--- src/rtl/lab3_codes_pkg.sv ---
// Shared code constants and bit-position encoding for the Lab 3 serial
// BCD <-> Excess-3 converters.
package lab3_codes_pkg;

    localparam logic [3:0] EXCESS3_OFFSET = 4'd3;
    localparam logic [3:0] BCD_MAX        = 4'd9;
    localparam int         WORD_BITS      = 4;

    typedef enum logic [1:0] {
        POS_B0 = 2'd0,
        POS_B1 = 2'd1,
        POS_B2 = 2'd2,
        POS_B3 = 2'd3
    } pos_t;

    // Subtrahend bit applied at a given serial position (0011, LSB first).
    function automatic logic offset_bit(input pos_t p);
        logic [3:0] w_off;
        w_off = EXCESS3_OFFSET;
        return w_off[p];
    endfunction

endpackage

--- src/rtl/lab3_excess3_to_bcd.sv ---
// Serial Excess-3 to BCD decoder: LSB-first subtract-3 with borrow, Mealy z/err,
// sticky registered error flag.
module lab3_excess3_to_bcd
    import lab3_codes_pkg::*;
(
    input  logic clock,
    input  logic reset,
    input  logic x,
    output logic z,
    output logic last,
    output logic err,
    output logic err_seen
);

    pos_t       r_pos;
    logic       r_b;
    logic [2:0] r_d;
    logic       r_err_seen;

    pos_t       w_pos_next;
    logic       w_sub;
    logic       w_b_in;
    logic       w_borrow;
    logic       w_last;
    logic [2:0] w_d_next;

    always_comb begin
        w_sub      = offset_bit(r_pos);
        // Bit 0 never inherits a borrow, so a word is independent of its predecessor.
        w_b_in     = (r_pos == POS_B0) ? 1'b0 : r_b;
        z          = x ^ w_sub ^ w_b_in;
        w_borrow   = (~x & (w_sub | w_b_in)) | (w_sub & w_b_in);
        w_last     = (r_pos == POS_B3);
        w_pos_next = pos_t'(r_pos + 2'd1);
        w_d_next   = r_d;
        for (int i = 0; i < 3; i++) begin
            if (r_pos == 2'(i)) begin
                w_d_next[i] = z;
            end
        end
    end

    // Final borrow means code < 3; z with d[2] or d[1] set means decoded digit > 9.
    assign last     = w_last;
    assign err      = w_last & (w_borrow | (z & (r_d[2] | r_d[1])));
    assign err_seen = r_err_seen;

    always_ff @(posedge clock or negedge reset) begin
        if (!reset) begin
            r_pos      <= POS_B0;
            r_b        <= 1'b0;
            r_d        <= 3'b000;
            r_err_seen <= 1'b0;
        end else begin
            r_pos      <= w_pos_next;
            r_err_seen <= r_err_seen | err;
            if (w_last) begin
                r_b <= 1'b0;
                r_d <= 3'b000;
            end else begin
                r_b <= w_borrow;
                r_d <= w_d_next;
            end
        end
    end

endmodule
--- config.mk ---
export PLATFORM = sky130hd
export DESIGN_NAME = lab3_excess3_to_bcd
export DESIGN_NICKNAME = d
export VERILOG_FILES = /design/src/rtl/lab3_codes_pkg.sv /design/src/rtl/lab3_excess3_to_bcd.sv
export SDC_FILE = /design/constraint.sdc
export NUM_CORES = 1
export LEC_CHECK = 0
export BUFFER_PORTS_ARGS = -buffer_cell sky130_fd_sc_hd__buf_2
export CORE_AREA = 2 2 39 41
export DETAILED_ROUTE_END_ITERATION = 8
export DIE_AREA = 0 0 41 43
export GPL_ROUTABILITY_DRIVEN = 0
export HOLD_SLACK_MARGIN = 0.1
export SYNTH_ARGS = -nofsm -noshare
export SYNTH_HDL_FRONTEND = slang
export SYNTH_SLANG_ARGS = --single-unit
--- constraint.sdc ---
create_clock -name clock -period 3.5 [get_ports clock]
set_input_delay 0.525 -clock clock [delete_from_list [all_inputs] [get_ports clock]]
set_output_delay 0.525 -clock clock [all_outputs]
set_load 0.02 [all_outputs]
==> results of run 1 <==
==> registers in the layout (all words and copies together) (netlist names) <==
| signal | cells |
|---|---|
| r_d | 2 |
| r_pos | 2 |
| err_seen | 1 |
| r_b | 1 |
==> cells by family after synthesis <==
kind of cell,Yosys count
fa+ha+maj,5
compound gates,5
buf+inv,4
flops,6
simple gates,9
==> per-layer routing <==
| layer | vias up | global-route usage |
|---|---|---|
| met5 | - | 0 |
| met4 | 0 | 0.0800 |
| met3 | 0 | 0.0157 |
| met2 | 3 | 0.109 |
| met1 | 103 | 0.113 |
| li1 | 110 | - |
==> power breakdown <==
group	internal, uW	leakage, uW	switching, uW
Sequential	70.3	0.0000726	0.0835
Clock	38.7	0.0000138	24.2
Combinational	5.80	0.000109	6.31
Total	115	0.000196	30.6
==> worst paths after layout <==
| check | start | endpoint |
|---|---|---|
| max | r_pos[0]$_DFF_PN0_ | err |
| min | err_seen$_DFF_PN0_ | err_seen$_DFF_PN0_ |
| max reg2reg | r_pos[0]$_DFF_PN0_ | err_seen$_DFF_PN0_ |
| min reg2reg | err_seen$_DFF_PN0_ | err_seen$_DFF_PN0_ |
| max in group asynchronous | reset | err_seen$_DFF_PN0_ |
| min in group asynchronous | reset | r_pos[0]$_DFF_PN0_ |
==> cells in the final DEF, fill, tap and decap left out <==
cell type      count
clkbuf_4           3
nand2b_1           5
dlygate4sd3_1      1
o21ai_1            2
dfrtp_1            6
inv_1              4
buf_2              6
nor2_1             1
nor2b_1            2
ha_1               4
fa_1               1
nand2_1            1
a21oi_1            3
==> stage by stage <==
stage                     cells  hold WS [ps]  setup WS [ps]
after floorplan              29           229           1290
after global placement       51           357           1290
after detailed placement     51           360           1240
after CTS                    55           493            958
after global routing         55           525            779
final                        55           496            994
==> area by class of cell <==
cell class | count | area (um^2)
Inverter | 4 | 15.0
Fill cell | 144 | 990
Timing Repair Buffer | 7 | 40.0
Multi-Input combinational cell | 19 | 146
Tap cell | 16 | 20.0
Clock buffer | 3 | 22.5
Sequential cell | 6 | 150
==> worst register-to-register path, cell delays in order (launching register included) <==
cell and delay [ps]:
dfrtp_1 380, inv_1 90, ha_1 210, nor2b_1 130
fa_1 470, nand2b_1 190, o21ai_1 140
==> repair_timing <==
item,in CTS,in global routing
endpoints found under the hold margin,6,0
setup endpoints to repair,0,0
gates resized for setup,0,0
hold buffers,1,0
==> results by group, run 1 <==
Clocking
  • Clock-pin slew on the worst setup and hold paths: 40 ps
  • Num CTS Buffers: 3
  • CTS HTree Levels: 1
  • Sink Count: 6
  • Root buf cell: clkbuf_4
  • CTS tree: built
  • Maximum clock path buffer count: 2
  • Post-CTS Setup Repair Bufs: 0
  • Clk_lat worst skew: 240 ps

Floorplan
  • Num rows: 14
  • DIE WIDTH: 41 um
  • Core footprint: 1380 um^2
  • Full die area: 1760 um^2
  • Die Y: 43 um
  • Initial Util: 0.225
  • IO Pins: 7

GRT
  • Largest net degree at the start of global routing: 8
  • Overflow after GRT: 0
  • Number of global-route vias before repair: 237
  • Antenna violations before repair: 0
  • Global-route wire length before repair: 952 um
  • All-Layer GR Usage: 0.0853

STA
  • Endpoints failing hold: 0
  • Worst slew pin tran: 244 ps
  • Setup tns final: 0 ps
  • Final worst-path cycle share: 0.716
  • RSZ-0062 raised after global routing: false
  • Final Slew Violations: 0
  • Fmax: 399 MHz
  • Slew HR: 0.837
  • Tmin final: 2510 ps
  • Final setup fails: 0
  • Clock Skews: 0.120 ps

Finish
  • Final antenna diode count: 0
  • Layout cell share with drive strength beyond 1: 0.231
  • Final net count: 49
  • Final Cell Area: 394 um^2
  • Area added between synthesis and finish: 26.5%
  • Finished Core Util: 0.285

Critical path
  • Crit. End Element: primary output
  • R2R setup slack: 1830 ps
  • Critical Path AT: 1980 ps
  • Levels on crit path: 7
  • Crit path max-delay cell type: fa_1
  • CP max stage delay: 460 ps
  • Critical Path RT: 2970 ps
  • Setup CP Type: flip-flop to primary output
  • Top delay family on crit path: adder cells
  • Reg2Reg Depth: 6
  • CP Cell Sequence: inv_1, ha_1, nor2b_1, fa_1, nand2b_1, o21ai_1, buf_2
  • Startpoint Class: flip-flop
  • CP max FO: 4
  • Buf+Inv Stages, Crit Path: 2

Yosys
  • Portion of netlist area occupied by mux cells: 0
  • Post-synthesis compound-gate area fraction: 0.0803
  • Most common cell in the netlist: dfrtp_1
  • Sequential share of the synthesized area: 0.482
  • Yosys Warn Count: 0
  • Synth top area share: 0.482
  • Yosys cell types: 10
  • Synth Register Bits: 6
  • Mapped Cells: 29
  • Post-synth EDFFs: 0
  • Largest family of logic cells by synthesized area: adder cells
  • Avg Inst Size Synth: 10.7 um^2
  • Dominant cells by area after synthesis: dfrtp_1, ha_1, nand2b_1, fa_1, a21oi_1
  • Simple-Gate Fraction of Synth Area: 0.165
  • Synth Cell Area: 312 um^2
  • Area share of fa/ha/maj cells after synthesis: 0.225
  • Main synth FF type: dfrtp_1
  • XOR/XNOR Fraction of Synth Area: 0
  • Post-synthesis async set-or-reset flop share: 1.00
  • Leading area contributor after synthesis: dfrtp_1
  • Mapped Nets: 37
  • Commonest cells post-synth: dfrtp_1, nand2b_1, ha_1, inv_1, a21oi_1

Drt
  • Met2 WL: 248 um
  • DR top layer: met3
  • Iteration-0 DRC count of the detailed router: 3
  • Drt via density: 3.93
  • Drt drc: 0
  • Wire length per cell: 9.44 um
  • Routed wl met3: 21 um
  • Met1 Wirelength: 248 um
  • Antenna viol nets, final: 0
  • Drt first pass iters: 4
  • Vias post-DR: 216
  • Wirelength, routed: 519 um

Power
  • Leak pwr: 0.000196 uW
  • Overall power: 145 uW
  • Max IR drop VDD: 178 uV
  • Cell Pwr Density: 369 nW/um^2

Run status
  • Run status: finished, final reports clean

Flow run
  • MaxCap Viol Count: 0

Worst hold path
  • WHS Path Cells: 2
  • Min-delay worst type: flip-flop to flip-flop

Placement
  • Post-detail-place hpwl: 412 um
  • IO buf count: 6
  • DP Area: 362 um^2
(Power assumes the default switching activity.)
==> inputs of run 2 (changes only) <==
clock period = 2.32 ns   (was 3.5 ns; I/O delays follow)
==> run 2 against run 1 <==
  * Clock-buffer cell count unchanged
  * Global-route usage down 0.093 points
  * Cell count up 3.6%
  * Total power increased by 54%
  * Sequential power rose by 51%
  * Die area is the same
==> results by group, run 2 (synthesis gave the netlist of run 1 again) <==
Power
  • Sequential share of power: 0.473
  • Overall power: 225 uW
  • Comb power frac: 0.098
  • Net Sw Frac: 0.214
  • Cell Pwr Density: 520 nW/um^2
  • Clk pwr share: 0.429
  • Leak pwr: 0.000211 uW
  • Max IR drop VDD: 235 uV
  • Internal Dissipation: 176 uW
  • Net switching power: 48.1 uW

Drt
  • Vias post-DR: 233
  • Wire length per cell: 10.1 um
  • Drt via density: 4.09
  • Antenna viol nets, final: 0
  • Iteration-0 DRC count of the detailed router: 3
  • Drt drc: 0
  • Drt first pass iters: 3
  • Wirelength, routed: 575 um

Floorplan
  • DIE WIDTH: 41 um
  • Die Y: 43 um
  • Initial Util: 0.225
  • Num rows: 14
  • Core footprint: 1380 um^2
  • Full die area: 1760 um^2
  • IO Pins: 7

Placement
  • DP Area: 362 um^2
  • Post-detail-place hpwl: 406 um
  • Pre-CTS setup slack: 259 ps
  • IO buf count: 6

Critical path
  • Reg-to-Reg Start: r_pos[1]$_DFF_PN0_
  • Crit path max-delay cell type: fa_1
  • R2R setup slack: 670 ps
  • Startpoint Class: flip-flop
  • CP max stage delay: 450 ps
  • Top delay family on crit path: adder cells
  • CP Cell Sequence: inv_1, ha_2, nor2b_2, fa_1, nand2b_4, o21ai_2, buf_6
  • Setup CP Type: flip-flop to primary output
  • CP max FO: 3
  • Crit. End Element: primary output
  • Capturing point of the worst reg2reg path: r_d[2]$_DFFE_PN0P_
  • Buf+Inv Stages, Crit Path: 2
  • Critical Path AT: 1910 ps
  • Reg2Reg Depth: 7
  • Critical Path RT: 1970 ps

STA
  • Worst slew pin tran: 292 ps
  • Final Slew Violations: 0
  • Worst Hold Slack: 455 ps
  • Tmin final: 2260 ps
  • Slew HR: 0.805
  • Worst setup margin: 63.7 ps
  • Fmax: 443 MHz
  • Final worst-path cycle share: 0.973
  • Final setup fails: 0
  • Endpoints failing hold: 0
  • Clock Skews: 7.88 ps

Finish
  • Final antenna diode count: 0
  • Finished Core Util: 0.312
  • Layout cell share with drive strength beyond 1: 0.390
  • Final Cell Area: 432 um^2
  • Commonest non-fill, non-tap cells in the layout: dfrtp_1, buf_2, nand2b_1
  • Area added between synthesis and finish: 38.6%
  • Most common cell after layout, fill and taps aside: dfrtp_1
  • Largest regs: r_d: 2 flops, r_pos: 2 flops
  • Final net count: 51
  • Fillcell total: 137

GRT
  • Met2 usage: 0.103
  • Number of global-route vias before repair: 223
  • Overflow after GRT: 0
  • Met1 layer usage reported by global route: 0.107
  • Largest net degree at the start of global routing: 8
  • Global-route wire length before repair: 910 um
  • GRT busiest layer: met1
  • All-Layer GR Usage: 0.0843
  • Antenna violations before repair: 0
  • Global Route met3 Usage: 0.0471

Clocking
  • Sink Count: 6
  • Root buf cell: clkbuf_4
  • Maximum clock path buffer count: 2
  • Clock-pin slew on the worst setup and hold paths: 50 ps
  • CTS tree: built
  • Num CTS Buffers: 3
  • Clk_lat worst skew: 250 ps
  • CTS HTree Levels: 1

Worst hold path
  • Min-delay worst type: primary input to asynchronous set/reset pin

Run status
  • Run status: finished, final reports clean

Flow run
  • MaxCap Viol Count: 0
[run 2: per-layer routing]
layer  vias to the layer above  part of all wire
met5                         -                 0
met4                         0             0.012
met3                         2             0.042
met2                         6              0.55
met1                       107              0.39
li1                        118                 -
[run 2: worst register-to-register path, delay by kind of cell (launching register included)]
family / cells / cell delay (ps)
fa+ha+maj: 2 / 640
flops: 1 / 390
buf+inv: 2 / 270
simple gates: 2 / 170
compound gates: 1 / 110
[run 2: layout make-up]
| cell class | count | area, um^2 | share of cell area |
|---|---|---|---|
| Clock buffer | 3 | 22.5 | 0.0522 |
| Sequential cell | 6 | 150 | 0.348 |
| Tap cell | 16 | 20.0 | 0.0464 |
| Inverter | 4 | 15.0 | 0.0348 |
| Multi-Input combinational cell | 19 | 163 | 0.377 |
| Timing Repair Buffer | 9 | 61.3 | 0.142 |
[run 2: how the worst max path moves through the flow]
stage | start | cells past startpoint | slack [ps] | to
after floorplan | r_pos[0]$_DFF_PN0_ | 6 | 290 | err
after global placement | r_pos[1]$_DFF_PN0_ | 7 | 290 | err
after detailed placement | r_pos[0]$_DFF_PN0_ | 7 | 260 | err
after CTS | r_pos[0]$_DFF_PN0_ | 7 | 20 | err
after global routing | r_pos[1]$_DFF_PN0_ | 7 | -20 | err
final | r_pos[1]$_DFF_PN0_ | 7 | 60 | err
[run 2: repair_timing]
| action | CTS | global route |
|---|---|---|
| buffers inserted | 1 | 1 |
| pin swaps | 1 | 2 |
| cloned | 0 | 0 |
| endpoints found under the setup margin | 1 | 2 |
| hold buffers | 1 | 0 |
| resized for setup | 0 | 7 |
| endpoints found under the hold margin | 6 | 0 |
[run 2: per-stage QoR]
stage	instances	TNS [ps]
after floorplan	29	0
after global placement	51	0
after CTS	56	0
after global routing	57	-22.0
after detailed placement	51	0
final	57	0
[run 2: power by group through the flow]
stage | combinational (uW) | clock (uW) | sequential [uW]
4_1_cts | 21.1 | 99.9 | 106
5_1_grt | 24.7 | 105 | 106
2_1_floorplan | 10.7 | 0 | 108
3_3_place_gp | 17.2 | 0 | 108
6_report | 22.0 | 96.4 | 106
3_5_place_dp | 17.4 | 0 | 108
